**src/rtl/vga_timing_ctrl.sv**
```systemverilog
// ----------------------------------------------------------------------------
// vga_timing_ctrl
//   Pixel-rate sequencer for the VGA datapath. It divides the system clock down
//   to the pixel rate, runs the horizontal/vertical pixel counters, and produces
//   hsync/vsync/blank aligned to those counters. It also gives the bit generator
//   a frame-start pulse and a colour word that only changes between frames.
//
// Ports
//   clk          in   system clock
//   rst_n        in   asynchronous active-low reset
//   sw[8:0]      in   raw colour switches {R[2:0],G[2:0],B[2:0]}, async to clk
//   vga_clk      out  pixel clock to DAC, period CLK_DIV clk, 50% duty
//   vga_hs       out  horizontal sync, active low
//   vga_vs       out  vertical sync, active low
//   vga_blank_n  out  high while (hcount,vcount) is inside the visible region
//   vga_sync_n   out  tied low (sync-on-green unused)
//   hcount[9:0]  out  current pixel column
//   vcount[9:0]  out  current line
//   frame_start  out  one-clk pulse when the counters have just wrapped to (0,0)
//   color_sw[8:0] out colour word, updated only on the frame-wrap edge
// ----------------------------------------------------------------------------
module vga_timing_ctrl #(
  parameter int unsigned CLK_DIV   = 2,
  parameter int unsigned H_VISIBLE = 640,
  parameter int unsigned H_FP      = 16,
  parameter int unsigned H_SYNC    = 96,
  parameter int unsigned H_BP      = 48,
  parameter int unsigned V_VISIBLE = 480,
  parameter int unsigned V_FP      = 10,
  parameter int unsigned V_SYNC    = 2,
  parameter int unsigned V_BP      = 33
) (
  input  logic       clk,
  input  logic       rst_n,
  input  logic [8:0] sw,
  output logic       vga_clk,
  output logic       vga_hs,
  output logic       vga_vs,
  output logic       vga_blank_n,
  output logic       vga_sync_n,
  output logic [9:0] hcount,
  output logic [9:0] vcount,
  output logic       frame_start,
  output logic [8:0] color_sw
);

  localparam int unsigned H_TOTAL = H_VISIBLE + H_FP + H_SYNC + H_BP;
  localparam int unsigned V_TOTAL = V_VISIBLE + V_FP + V_SYNC + V_BP;
  localparam int unsigned DIV_W   = (CLK_DIV > 2) ? $clog2(CLK_DIV) : 1;

  localparam logic [DIV_W-1:0] DIV_LAST = DIV_W'(CLK_DIV - 1);
  localparam logic [DIV_W-1:0] DIV_HALF = DIV_W'(CLK_DIV / 2);

  localparam logic [9:0] H_LAST = 10'(H_TOTAL - 1);
  localparam logic [9:0] V_LAST = 10'(V_TOTAL - 1);
  localparam logic [9:0] H_VIS  = 10'(H_VISIBLE);
  localparam logic [9:0] V_VIS  = 10'(V_VISIBLE);
  localparam logic [9:0] HS_BEG = 10'(H_VISIBLE + H_FP);
  localparam logic [9:0] HS_END = 10'(H_VISIBLE + H_FP + H_SYNC);
  localparam logic [9:0] VS_BEG = 10'(V_VISIBLE + V_FP);
  localparam logic [9:0] VS_END = 10'(V_VISIBLE + V_FP + V_SYNC);

  logic [DIV_W-1:0] r_div_cnt;
  logic             r_vga_clk;
  logic [9:0]       r_hcount;
  logic [9:0]       r_vcount;
  logic             r_hs;
  logic             r_vs;
  logic             r_blank_n;
  logic             r_frame_start;
  logic [8:0]       r_color_sw;
  logic [8:0]       r_sw_meta;
  logic [8:0]       r_sw_s;

  logic             w_pix_en;
  logic             w_wrap;
  logic [DIV_W-1:0] w_div_nxt;
  logic [9:0]       w_h_nxt;
  logic [9:0]       w_v_nxt;

  always_comb begin
    w_pix_en  = (r_div_cnt == DIV_LAST);
    w_div_nxt = w_pix_en ? '0 : r_div_cnt + DIV_W'(1);
    w_wrap    = w_pix_en && (r_hcount == H_LAST) && (r_vcount == V_LAST);
    w_h_nxt   = r_hcount;
    w_v_nxt   = r_vcount;
    if (w_pix_en) begin
      if (r_hcount == H_LAST) begin
        w_h_nxt = '0;
        w_v_nxt = (r_vcount == V_LAST) ? '0 : r_vcount + 10'd1;
      end else begin
        w_h_nxt = r_hcount + 10'd1;
      end
    end
  end

  // Sync/blank and vga_clk are registered from the next-state counter and
  // divider values, so they line up with hcount/vcount on the same cycle and
  // vga_clk falls on exactly the edge where the counters step.
  always_ff @(posedge clk or negedge rst_n) begin
    if (!rst_n) begin
      r_div_cnt     <= '0;
      r_vga_clk     <= 1'b0;
      r_hcount      <= '0;
      r_vcount      <= '0;
      r_hs          <= 1'b1;
      r_vs          <= 1'b1;
      r_blank_n     <= 1'b1;
      r_frame_start <= 1'b0;
      r_color_sw    <= '0;
      r_sw_meta     <= '0;
      r_sw_s        <= '0;
    end else begin
      r_div_cnt     <= w_div_nxt;
      r_vga_clk     <= (w_div_nxt >= DIV_HALF);
      r_hcount      <= w_h_nxt;
      r_vcount      <= w_v_nxt;
      r_hs          <= !((w_h_nxt >= HS_BEG) && (w_h_nxt < HS_END));
      r_vs          <= !((w_v_nxt >= VS_BEG) && (w_v_nxt < VS_END));
      r_blank_n     <= (w_h_nxt < H_VIS) && (w_v_nxt < V_VIS);
      r_frame_start <= w_wrap;
      r_sw_meta     <= sw;
      r_sw_s        <= r_sw_meta;
      if (w_wrap) begin
        r_color_sw <= r_sw_s;
      end
    end
  end

  assign vga_clk     = r_vga_clk;
  assign vga_hs      = r_hs;
  assign vga_vs      = r_vs;
  assign vga_blank_n = r_blank_n;
  assign vga_sync_n  = 1'b0;
  assign hcount      = r_hcount;
  assign vcount      = r_vcount;
  assign frame_start = r_frame_start;
  assign color_sw    = r_color_sw;

endmodule

```
**config.mk**
```make
export PLATFORM = sky130hd
export DESIGN_NAME = vga_timing_ctrl
export DESIGN_NICKNAME = d
export VERILOG_FILES = /design/src/rtl/vga_timing_ctrl.sv
export SDC_FILE = /design/constraint.sdc
export NUM_CORES = 1
export LEC_CHECK = 0
export CORE_MARGIN = 5
export CORE_UTILIZATION = 37
export DETAILED_ROUTE_END_ITERATION = 10
export GPL_ROUTABILITY_DRIVEN = 0
export PLACE_DENSITY = 0.62
export SYNTH_ARGS = -nofsm -noshare
export SYNTH_HDL_FRONTEND = slang
export SYNTH_SLANG_ARGS = --single-unit
```
**constraint.sdc**
```tcl
create_clock -name clk -period 2.2 [get_ports clk]
set_input_delay 0.44 -clock clk [delete_from_list [all_inputs] [get_ports clk]]
set_output_delay 0.44 -clock clk [all_outputs]
set_load 0.05 [all_outputs]
```
### After elaboration in Yosys (flattened, before gate mapping)

Index checks and enable logic that the tools add are counted.

| storage, ports and cells | value |
|---|---|
| register bits after elaboration | 53 |
| bits of input ports | 11 |
| output and inout port bits | 35 |
| logic and storage cells | 36 |

| operators by class | value |
|---|---|
| add/sub/neg operators | 3 |
| magnitude comparators | 7 |
| equal/unequal tests | 2 |
| mux-type cells | 6 |
| reductions and logical operators | 7 |

Operator list:

| operator | count |
|---|---|
| $mux 10 | 5 |
| $add 10x1->10 const B | 2 |
| $eq 10x10->1 const B | 2 |
| $lt 10x10->1 const B | 2 |
| $lt 10x9->1 const B | 2 |
| $ge 10x10->1 const B | 1 |
| $ge 10x9->1 const B | 1 |
| $logic_and 1x1->1 | 5 |
| $logic_not 1->1 | 2 |
| $add 1x1->1 const B | 1 |
| $ge 1x1->1 const B | 1 |
| $mux 1 | 1 |

### Longest topological paths before layout

Gate-level depths: netlist of run 1.

| logic depth | value |
|---|---|
| word-level depth | 7 |
| gate-level depth with buffers | 7 |
| gate-level depth less buffers | 7 |

### Worst setup path after synthesis of run 1

Ideal clock, no wire load.

| path | value |
|---|---|
| path kind | reg2reg |
| start | register r_hcount[0] (netlist: hcount[0]) |
| end | register r_color_sw[0] (netlist: color_sw[0]) |
| setup time | 0.128 ns |
| arrival | 2.122 ns |
| data required time | 2.072 ns |
| path slack | -0.049 ns |
| stages on the path, launching flop included | 8 |
| path buffers | 2 |
| period minus slack after synthesis | 2.249 ns |
| cell sequence | dfrtp_1 ha_1 and2_1 and4_1 buf_4 and2_1 buf_4 mux2_1 |

| between the ends | value |
|---|---|
| word-level cells in the longest chain between the ends | 3 |

RTL lines:

| item | RTL line | RTL |
|---|---|---|
| from (decl) | 65 | `logic [9:0] r_hcount;` |
| from (signal assigned) | 116 | `r_hcount <= w_h_nxt;` |
| $eq 10x10->1 | 84 | `w_wrap = w_pix_en && (r_hcount == H_LAST) && (r_vcount == V_LAST);` |
| $logic_and 1x1->1 (2 in series) | 84 |  |
| to (signal assigned) | 125 | `r_color_sw <= r_sw_s;` |
| to (decl) | 71 | `logic [8:0] r_color_sw;` |

No other way between the ends.
A chain may end at the register's enable or synchronous reset.

==> flow_metrics.env, run 1 <==
export IMPL_outcome="finished, final reports clean"
export IMPL_worst_path_required_time_ns=1.76
export IMPL_netlist_area_um2=2302
export IMPL_tritoncts_num_buffers=5
export IMPL_htree_num_levels=2
export IMPL_clock_power_share_pct=35.5
export IMPL_layout_worst_path_cycle_share_pct=97.02
export IMPL_seqPwrFrac_pct=62.0
export IMPL_synth_compound_gate_area_share_pct=5.435
export IMPL_total_leakage_power_nw=1.277
export IMPL_crit_path_max_fanout=9
export IMPL_place_hpwl_mm=3.164
export IMPL_power_density_over_cell_area_nw_per_um2=545.7
export IMPL_final_core_utilization_pct=48.10
export IMPL_setup_violations=0
export IMPL_diode_count=0
export IMPL_synthFlopType="dfrtp_1"
export IMPL_cts_root_buf="clkbuf_8"
export IMPL_via_per_inst=4.931
export IMPL_ys_seq_area_share_pct=56.68
export IMPL_routed_wire_length_per_instance_um=13.91
export IMPL_timing_hold_worst_class="input pin to async pin"
export IMPL_synth_area_per_cell_um2=11.81
export IMPL_finalHoldViolCount=0
export IMPL_grt_util_all_layers_pct=12.09
export IMPL_setup_worst_path_start="r_div_cnt$_DFF_PN0_"
export IMPL_clk_latency_ns=0.31
export IMPL_synthDistinctLibCells=45
export IMPL_grt_pass1_wl_mm=7.314
export IMPL_critPathSlowestCell="clkdlybuf4s50_1"
export IMPL_cts_post_setup_buffers_inserted=0
export IMPL_synth_seq_cells=52
export IMPL_critPathLaunchType="flip-flop"
export IMPL_final_period_minus_worst_setup_slack_ns=2.134
export IMPL_worst_r2r_cell_count=5
export IMPL_synth_top_area_cell="dfrtp_1"
export IMPL_cpPeakStageDelay_ns=0.87
export IMPL_io_pins=46
export IMPL_crit_buf_inv=1
export IMPL_combinational_share_of_power_pct=2.5
export IMPL_number_of_global_route_vias_before_repair=1536
export IMPL_grt_setup_unrepaired="no"
export IMPL_cts_repair_resized=0
export IMPL_syn_instance_count=195
export IMPL_cp_cell_sequence="clkdlybuf4s50_1"
export IMPL_total_of_buffers_placed_on_input_and_output_ports=44
export IMPL_synth_top_family_by_area="simple AND/OR/NAND/NOR gates"
export IMPL_drive_gt1_share_pct=14.88
export IMPL_initial_antenna_violation_count=0
export IMPL_synth_warnings=0
export IMPL_via_count=1563
export IMPL_cap_violations=0
export IMPL_floorplan_die_width_um=88.88
export IMPL_numClockSinks=52
export IMPL_synth_simple_gate_area_share_pct=18.86
export IMPL_firstDrtPassIters=5
export IMPL_initial_utilization_pct=38.43
export IMPL_vdd_ir_drop_worst_mv=0.3118
export IMPL_critical_path_depth=1
export IMPL_final_setup_tns_ns=0
export IMPL_tightestPinTransition_ns=0.6417
export IMPL_area_growth_synth_to_final_pct=25.16
export IMPL_synth_area_top_cells="dfrtp_1, mux2_1, dfstp_2"
export IMPL_critical_path_endpoint_type="output pin"
export IMPL_die_area_um2=7900
export IMPL_switching_power_w=0.0003564
export IMPL_yosys_top_cells_count="dfrtp_1, nand2_1, nor2_1"
export IMPL_grt_overflow_total=0
export IMPL_cts_clk_slew_worst_paths_ns=0.10
export IMPL_cts_root_to_sink_buffers=2
export IMPL_fin_worst_skew_ns=0.007765
export IMPL_synth_edff_count=0
export IMPL_grt_start_max_net_pins=53
export IMPL_dr_first_iter_drc_count=86
export IMPL_xor_and_xnor_area_share_after_synthesis_pct=6.467
export IMPL_max_slew_margin_rel_pct=57.22
export IMPL_synthAdderAreaFrac_pct=1.630
export IMPL_r2r_start="hcount[7]$_DFF_PN0_"
export IMPL_rows=28
export IMPL_post_route_drc_count=0
export IMPL_report_final_slew_viol_count=0
export IMPL_swShare_pct=22.67
export IMPL_core_region_area_um2=5991
export IMPL_muxShareOfSynthArea_pct=6.250
export IMPL_mappedNetlistNets=209
export IMPL_critical_path_top_delay_family="buffers and inverters"
export IMPL_clock_fmax_mhz=468.5
export IMPL_design_final_nets=255
export IMPL_antenna_violating_nets_post_route=0
export IMPL_yosys_cell_count_top_type="dfrtp_1"
export IMPL_cell_internal_pwr_w=0.001216
export IMPL_routed_wl_mm=4.409
export IMPL_hold_buffers=0
export IMPL_dieHeight_um=88.88
export IMPL_arrival_time_at_the_worst_endpoint_ns=1.69
export IMPL_synth_async_reset_ratio_pct=100.0
export IMPL_clock_tree_from_tritoncts="done"
export IMPL_criticalPathCategory="flip-flop to output pin"
export IMPL_synth_top_area_share_pct=53.26
registers in the layout, summed over array words and instances (netlist names):
register / count
color_sw: 9
r_sw_s: 9
r_sw_meta: 9
vga_hs: 1
hcount: 10
vga_blank_n: 1
r_div_cnt: 1
vga_vs: 1
frame_start: 1
vcount: 10
power groups by stage:
| stage | Combinational (W) | Sequential (W) | Clock [W] |
|---|---|---|---|
| floorplan | 0.00000523 | 0.000993 | 0 |
| global placement | 0.0000402 | 0.000994 | 0 |
| detailed placement | 0.0000406 | 0.000995 | 0 |
| CTS | 0.0000406 | 0.000976 | 0.000576 |
| global route | 0.0000447 | 0.000978 | 0.000613 |
| finish | 0.0000388 | 0.000976 | 0.000558 |
layout by cell type, fill, tap and decap left out, drive strengths merged, types with 7 or more instances in the layout:
cell type	count
dfrtp	49
clkdlybuf4s50	37
nand2	15
buf	14
nor2	12
mux2	11
xor2	9
nand3	9
xnor2	8
nand4	8
o21ai	7
inv	7
area by class of cell:
class / instances / area, µm²
Fill cell: 558 / 3109
Sequential cell: 52 / 1308
Multi-Input combinational cell: 125 / 893.4
Timing Repair Buffer: 51 / 473.0
Tap cell: 75 / 93.84
Clock buffer: 5 / 68.82
Clock inverter: 3 / 22.52
Inverter: 6 / 22.52
worst register-to-register path, stage by stage, from the launching register on:
cell and delay [ns]:
dfrtp_1 0.52, nor4b_4 0.39, nand4_4 0.21, nor4_4 0.38
xor2_1 0.11, a211oi_1 0.25
worst paths after layout:
path	to	slack (ns)
min in group clk	r_sw_s[1]$_DFF_PN0_	0.36
worst max register to register	vga_blank_n$_DFF_PN1_	0.27
max in group asynchronous	hcount[0]$_DFF_PN0_	1.50
worst max-delay path	vga_clk	0.07
worst min-delay path	r_sw_meta[5]$_DFF_PN0_	0.23
worst min register to register	r_sw_s[1]$_DFF_PN0_	0.36
routing by layer:
metal  global-route usage (%)  vias to the layer above  wire [µm]
li1                         -                      765          -
met1                    16.24                      760       2040
met2                    19.30                       33       2111
met3                    2.421                        5        203
met4                    4.533                        0         54
met5                        0                        -          0
through the flow:
step	total power (W)	setup WS (ns)	hold slack, ns	area (µm²)	instances
global route	0.001636	0.008722	0.2968	2882	317
detailed placement	0.001036	0.2544	0.3347	2790	309
finish	0.001572	0.06556	0.2326	2882	317
CTS	0.001593	0.03407	0.2525	2882	317
global placement	0.001034	0.2211	0.3317	2790	309
floorplan	0.0009986	0.05396	0.1444	2305	195
cells by family (layout without fill, tap and decap cells):
| group | count (synthesis) | after routing |
|---|---|---|
| buffers and inverters | 18 | 65 |
| other | 1 | 1 |
| AO/OA/AOI/OAI | 20 | 20 |
| multiplexers | 13 | 13 |
| flip-flops | 52 | 52 |
| adder cells (fa/ha/maj) | 3 | 3 |
| AND/OR/NAND/NOR | 71 | 71 |
| XOR/XNOR | 17 | 17 |
No activity file was read; power rests on OpenSTA's default activity.
==> run 2, diff against run 1 <==
CTS_BUF_LIST = sky130_fd_sc_hd__clkbuf_16   (was default)
==> flow_metrics.env, run 2 (synthesized netlist as in run 1, its figures left out) <==
export IMPL_grt_start_max_net_pins=53
export IMPL_timing_hold_worst_class="input pin to async pin"
export IMPL_worst_r2r_cell_count=7
export IMPL_crit_buf_inv=1
export IMPL_max_slew_margin_rel_pct=57.54
export IMPL_number_of_global_route_vias_before_repair=1540
export IMPL_grt_overflow_total=0
export IMPL_cts_repair_resized=0
export IMPL_dr_first_iter_drc_count=56
export IMPL_r2r_start="hcount[0]$_DFF_PN0_"
export IMPL_numClockSinks=52
export IMPL_cp_cell_sequence="clkdlybuf4s50_1"
export IMPL_grt_util_all_layers_pct=12.19
export IMPL_place_hpwl_mm=3.164
export IMPL_final_setup_tns_ns=0
export IMPL_antenna_violating_nets_post_route=0
export IMPL_critical_path_endpoint_type="output pin"
export IMPL_hold_buffers=0
export IMPL_routed_wl_mm=4.420
export IMPL_rows=28
export IMPL_worst_r2r_setup_slack_ns=0.25
export IMPL_tightestPinTransition_ns=0.6369
export IMPL_area_growth_synth_to_final_pct=27.61
export IMPL_power_density_over_cell_area_nw_per_um2=609.2
export IMPL_setup_violations=0
export IMPL_cell_internal_pwr_w=0.001414
export IMPL_layout_worst_path_cycle_share_pct=95.86
export IMPL_critPathSlowestCell="clkdlybuf4s50_1"
export IMPL_total_of_buffers_placed_on_input_and_output_ports=44
export IMPL_criticalPathCategory="flip-flop to output pin"
export IMPL_clock_power_share_pct=43.3
export IMPL_core_region_area_um2=5991
export IMPL_tritoncts_num_buffers=5
export IMPL_cts_root_buf="clkbuf_16"
export IMPL_outcome="finished, final reports clean"
export IMPL_grt_pass1_wl_mm=7.334
export IMPL_drive_gt1_share_pct=14.88
export IMPL_cts_post_setup_buffers_inserted=0
export IMPL_floorplan_die_width_um=88.88
export IMPL_report_final_slew_viol_count=0
export IMPL_finalHoldViolCount=0
export IMPL_seqCellArea_um2=1308
export IMPL_grt_setup_unrepaired="no"
export IMPL_clk_latency_ns=0.29
export IMPL_final_period_minus_worst_setup_slack_ns=2.109
export IMPL_crit_path_max_fanout=9
export IMPL_dieHeight_um=88.88
export IMPL_endpoint="vga_clk"
export IMPL_fin_worst_skew_ns=0.003381
export IMPL_combinational_share_of_power_pct=2.2
export IMPL_post_route_drc_count=0
export IMPL_critical_path_top_delay_family="buffers and inverters"
export IMPL_arrival_time_at_the_worst_endpoint_ns=1.67
export IMPL_design_final_nets=255
export IMPL_routed_wire_length_per_instance_um=13.94
export IMPL_mostFrequentLayoutCells="dfrtp_1, clkdlybuf4s50_1, nand2_1, buf_4, nor2_1"
export IMPL_worst_path_required_time_ns=1.76
export IMPL_firstDrtPassIters=5
export IMPL_final_core_utilization_pct=49.04
export IMPL_cts_root_to_sink_buffers=2
export IMPL_die_area_um2=7900
export IMPL_htree_num_levels=2
export IMPL_swShare_pct=21.01
export IMPL_critical_path_depth=1
export IMPL_seqPwrFrac_pct=54.5
export IMPL_cap_violations=0
export IMPL_diode_count=0
export IMPL_switching_power_w=0.0003761
export IMPL_multiInputGateArea_um2=893.4
export IMPL_cpPeakStageDelay_ns=0.87
export IMPL_total_leakage_power_nw=1.303
export IMPL_cts_clk_slew_worst_paths_ns=0.07
export IMPL_crit_reg2reg_capture="vga_vs$_DFF_PN1_"
export IMPL_via_per_inst=4.940
export IMPL_most_common_cell_after_layout_fill_and_taps_aside="dfrtp_1"
export IMPL_fillers=553
export IMPL_via_count=1566
export IMPL_io_pins=46
export IMPL_initial_antenna_violation_count=0
export IMPL_critPathLaunchType="flip-flop"
export IMPL_setup_worst_path_start="r_div_cnt$_DFF_PN0_"
export IMPL_clock_fmax_mhz=474.2
export IMPL_clock_tree_from_tritoncts="done"
export IMPL_initial_utilization_pct=38.43
export IMPL_vdd_ir_drop_worst_mv=0.3765
run 2: layout make-up:
type                    count  share of cell area [%]
flip-flops and latches     52                   44.51
multi-input cells         125                   30.41
repair buffers             51                   16.10
clock buffers               5                   4.259
well taps                  75                   3.194
clock inverters             3                  0.7666
inverters                   6                  0.7666
run 2: worst min-delay path by stage:
| stage | cells after the start | to | slack, ns | start |
|---|---|---|---|---|
| floorplan | 0 | color_sw[0]$_DFFE_PN0P_ | 0.14 | rst_n |
| global placement | 0 | r_sw_s[3]$_DFF_PN0_ | 0.33 | r_sw_meta[3]$_DFF_PN0_ |
| detailed placement | 0 | r_sw_s[1]$_DFF_PN0_ | 0.33 | r_sw_meta[1]$_DFF_PN0_ |
| CTS | 2 | r_sw_meta[5]$_DFF_PN0_ | 0.28 | rst_n |
| global route | 2 | r_sw_meta[5]$_DFF_PN0_ | 0.32 | rst_n |
| finish | 2 | r_sw_meta[5]$_DFF_PN0_ | 0.25 | rst_n |
run 2: layer usage:
layer / up-vias / wire length, µm / GRT usage (%)
met2: 34 / 2144 / 19.30
met3: 5 / 217 / 3.818
met4: 0 / 40 / 3.297
li1: 766 / - / -
met5: - / 0 / 0
met1: 761 / 2019 / 16.18
run 2: power by group through the flow:
| stage | Sequential (W) | Combinational, W | Clock, W |
|---|---|---|---|
| after floorplan | 0.000993 | 0.00000523 | 0 |
| after global placement | 0.000994 | 0.0000402 | 0 |
| after detailed placement | 0.000995 | 0.0000406 | 0 |
| after CTS | 0.000976 | 0.0000406 | 0.000801 |
| after global routing | 0.000977 | 0.0000447 | 0.000840 |
| final | 0.000976 | 0.0000387 | 0.000775 |
run 2: per-stage QoR:
step | instance area (µm²) | setup WS, ns | cells | total power, W | hold slack [ns]
final | 2938 | 0.09111 | 317 | 0.001790 | 0.2502
after global routing | 2938 | 0.03932 | 317 | 0.001862 | 0.3243
after detailed placement | 2790 | 0.2544 | 309 | 0.001036 | 0.3347
after floorplan | 2305 | 0.05396 | 195 | 0.0009986 | 0.1444
after CTS | 2938 | 0.05924 | 317 | 0.001819 | 0.2771
after global placement | 2790 | 0.2211 | 309 | 0.001034 | 0.3317
==> run 3, diff against run 2 <==
CORE_UTILIZATION = 51   (was 37)
PLACE_DENSITY = 0.8   (was 0.62)
==> flow_metrics.env, run 3 (synthesized netlist as in run 1, its figures left out) <==
export IMPL_total_of_buffers_placed_on_input_and_output_ports=44
export IMPL_floorplan_die_width_um=77.19
export IMPL_grt_setup_unrepaired="no"
export IMPL_dp_cells=285
export IMPL_clk_latency_ns=0.28
export IMPL_antenna_violating_nets_post_route=0
export IMPL_via_per_inst=5.440
export IMPL_post_route_drc_count=0
export IMPL_grt_util_all_layers_pct=16.29
export IMPL_rows=24
export IMPL_clock_tree_from_tritoncts="done"
export IMPL_area_growth_synth_to_final_pct=28.10
export IMPL_postPlaceCellArea_um2=2779
export IMPL_postLayoutCellArea_um2=2949
export IMPL_number_of_global_route_vias_before_repair=1634
export IMPL_routed_wl_mm=4.588
export IMPL_crit_path_max_fanout=8
export IMPL_cts_clk_slew_worst_paths_ns=0.07
export IMPL_cts_root_to_sink_buffers=2
export IMPL_clock_fmax_mhz=465.0
export IMPL_worst_r2r_cell_count=5
export IMPL_post_layout_nonfiller_instances=293
export IMPL_fin_worst_skew_ns=0.003148
export IMPL_combinational_share_of_power_pct=2.3
export IMPL_grt_overflow_total=0
export IMPL_diode_count=0
export IMPL_firstDrtPassIters=4
export IMPL_critical_path_top_delay_family="buffers and inverters"
export IMPL_cap_violations=0
export IMPL_place_hpwl_mm=3.250
export IMPL_total_leakage_power_nw=1.321
export IMPL_tritoncts_num_buffers=5
export IMPL_whs_ns=0.07895
export IMPL_swShare_pct=19.13
export IMPL_core_region_area_um2=4354
export IMPL_crit_buf_inv=1
export IMPL_dieHeight_um=77.19
export IMPL_initial_utilization_pct=52.87
export IMPL_cts_root_buf="clkbuf_16"
export IMPL_cp_cell_sequence="clkdlybuf4s50_1"
export IMPL_most_common_cell_after_layout_fill_and_taps_aside="dfrtp_1"
export IMPL_critPathSlowestCell="clkdlybuf4s50_1"
export IMPL_vdd_ir_drop_worst_mv=0.5475
export IMPL_criticalPathCategory="flip-flop to output pin"
export IMPL_htree_num_levels=2
export IMPL_critical_path_depth=1
export IMPL_via_count=1594
export IMPL_outcome="finished, final reports clean"
export IMPL_drive_gt1_share_pct=12.03
export IMPL_timing_hold_worst_class="input pin to async pin"
export IMPL_die_area_um2=5958
export IMPL_final_period_minus_worst_setup_slack_ns=2.151
export IMPL_final_setup_tns_ns=0
export IMPL_seqPwrFrac_pct=51.7
export IMPL_layout_worst_path_cycle_share_pct=97.76
export IMPL_initial_antenna_violation_count=0
export IMPL_tightestPinTransition_ns=0.5193
export IMPL_dr_first_iter_drc_count=123
export IMPL_cell_internal_pwr_w=0.001528
export IMPL_critPathLaunchType="flip-flop"
export IMPL_design_final_nets=254
export IMPL_critical_path_endpoint_type="output pin"
export IMPL_grt_pass1_wl_mm=7.879
export IMPL_cpPeakStageDelay_ns=0.88
export IMPL_report_final_slew_viol_count=0
export IMPL_max_slew_margin_rel_pct=65.27
export IMPL_mostFrequentLayoutCells="dfrtp_1, clkdlybuf4s50_1, nand2_1, nor2_1"
export IMPL_grt_start_max_net_pins=24
export IMPL_power_density_over_cell_area_nw_per_um2=640.8
export IMPL_worst_path_required_time_ns=1.76
export IMPL_arrival_time_at_the_worst_endpoint_ns=1.71
export IMPL_clock_power_share_pct=46.0
export IMPL_io_pins=46
export IMPL_fillers=346
export IMPL_finalHoldViolCount=0
export IMPL_routed_wire_length_per_instance_um=15.66
export IMPL_switching_power_w=0.0003615
export IMPL_numClockSinks=52
export IMPL_setup_violations=0
## run 3: changes by cell type in the layout (fill, tap and decap cells not counted)
| cell | before | now |
|---|---|---|
| clkinv_2 | 1 | 0 |
| clkinv_4 | 1 | 0 |
| inv_1 | 6 | 7 |
| dlymetal6s2s_1 | 0 | 1 |
| bufinv_16 | 0 | 1 |
| clkdlybuf4s50_1 | 37 | 41 |
| buf_12 | 0 | 1 |
| buf_4 | 13 | 6 |
## run 3: metal layers
metal,GRT usage [%],part of all wire (%),routed length (µm),vias to the layer above
met5,0,0,0,-
met4,4.467,1.1,51,0
met1,21.34,43,1971,790
met3,3.747,5.3,243,5
li1,-,-,-,758
met2,27.02,51,2321,41
## run 3: worst paths after layout
path | slack (ns) | from | to
worst min register to register | 0.35 | r_sw_meta[4]$_DFF_PN0_ | r_sw_s[4]$_DFF_PN0_
worst max register to register | 0.16 | hcount[5]$_DFF_PN0_ | vga_blank_n$_DFF_PN1_
worst max-delay path | 0.05 | hcount[6]$_DFF_PN0_ | hcount[6]
min in group clk | 0.35 | r_sw_meta[4]$_DFF_PN0_ | r_sw_s[4]$_DFF_PN0_
worst min-delay path | 0.08 | rst_n | r_sw_meta[3]$_DFF_PN0_
max in group asynchronous | 1.57 | rst_n | hcount[1]$_DFF_PN0_
## run 3: through the flow
step,setup slack (ns),power [W],utilization (%)
2_1_floorplan,0.05396,0.0009986,-
4_1_cts,0.02932,0.001909,67.67
3_5_place_dp,0.1785,0.001041,63.82
6_report,0.04934,0.001890,67.73
3_3_place_gp,0.2288,0.001038,63.82
5_1_grt,0.003269,0.001962,67.73
## run 3: final cells by class
type | instances | area, µm² | share of cell area [%]
Sequential cell | 52 | 1308 | 44.34
Multi-Input combinational cell | 125 | 893.4 | 30.29
Timing Repair Buffer | 50 | 493.0 | 16.72
Clock buffer | 5 | 125.1 | 4.243
Tap cell | 52 | 65.06 | 2.206
Clock inverter | 3 | 42.54 | 1.443
Inverter | 6 | 22.52 | 0.7637
## run 3: power groups by stage
stage               registers, W  clock network (W)   logic [W]
floorplan               0.000993                  0  0.00000523
detailed placement      0.000995                  0   0.0000462
global route            0.000978           0.000934   0.0000502
global placement        0.000994                  0   0.0000446
CTS                     0.000977           0.000886   0.0000460
finish                  0.000977           0.000869   0.0000442
## run 3: what timing repair did
item	CTS	global route
setup buffers	0	0
hold buffers	0	0
gates resized for setup	0	1
endpoints found under the setup margin	0	1
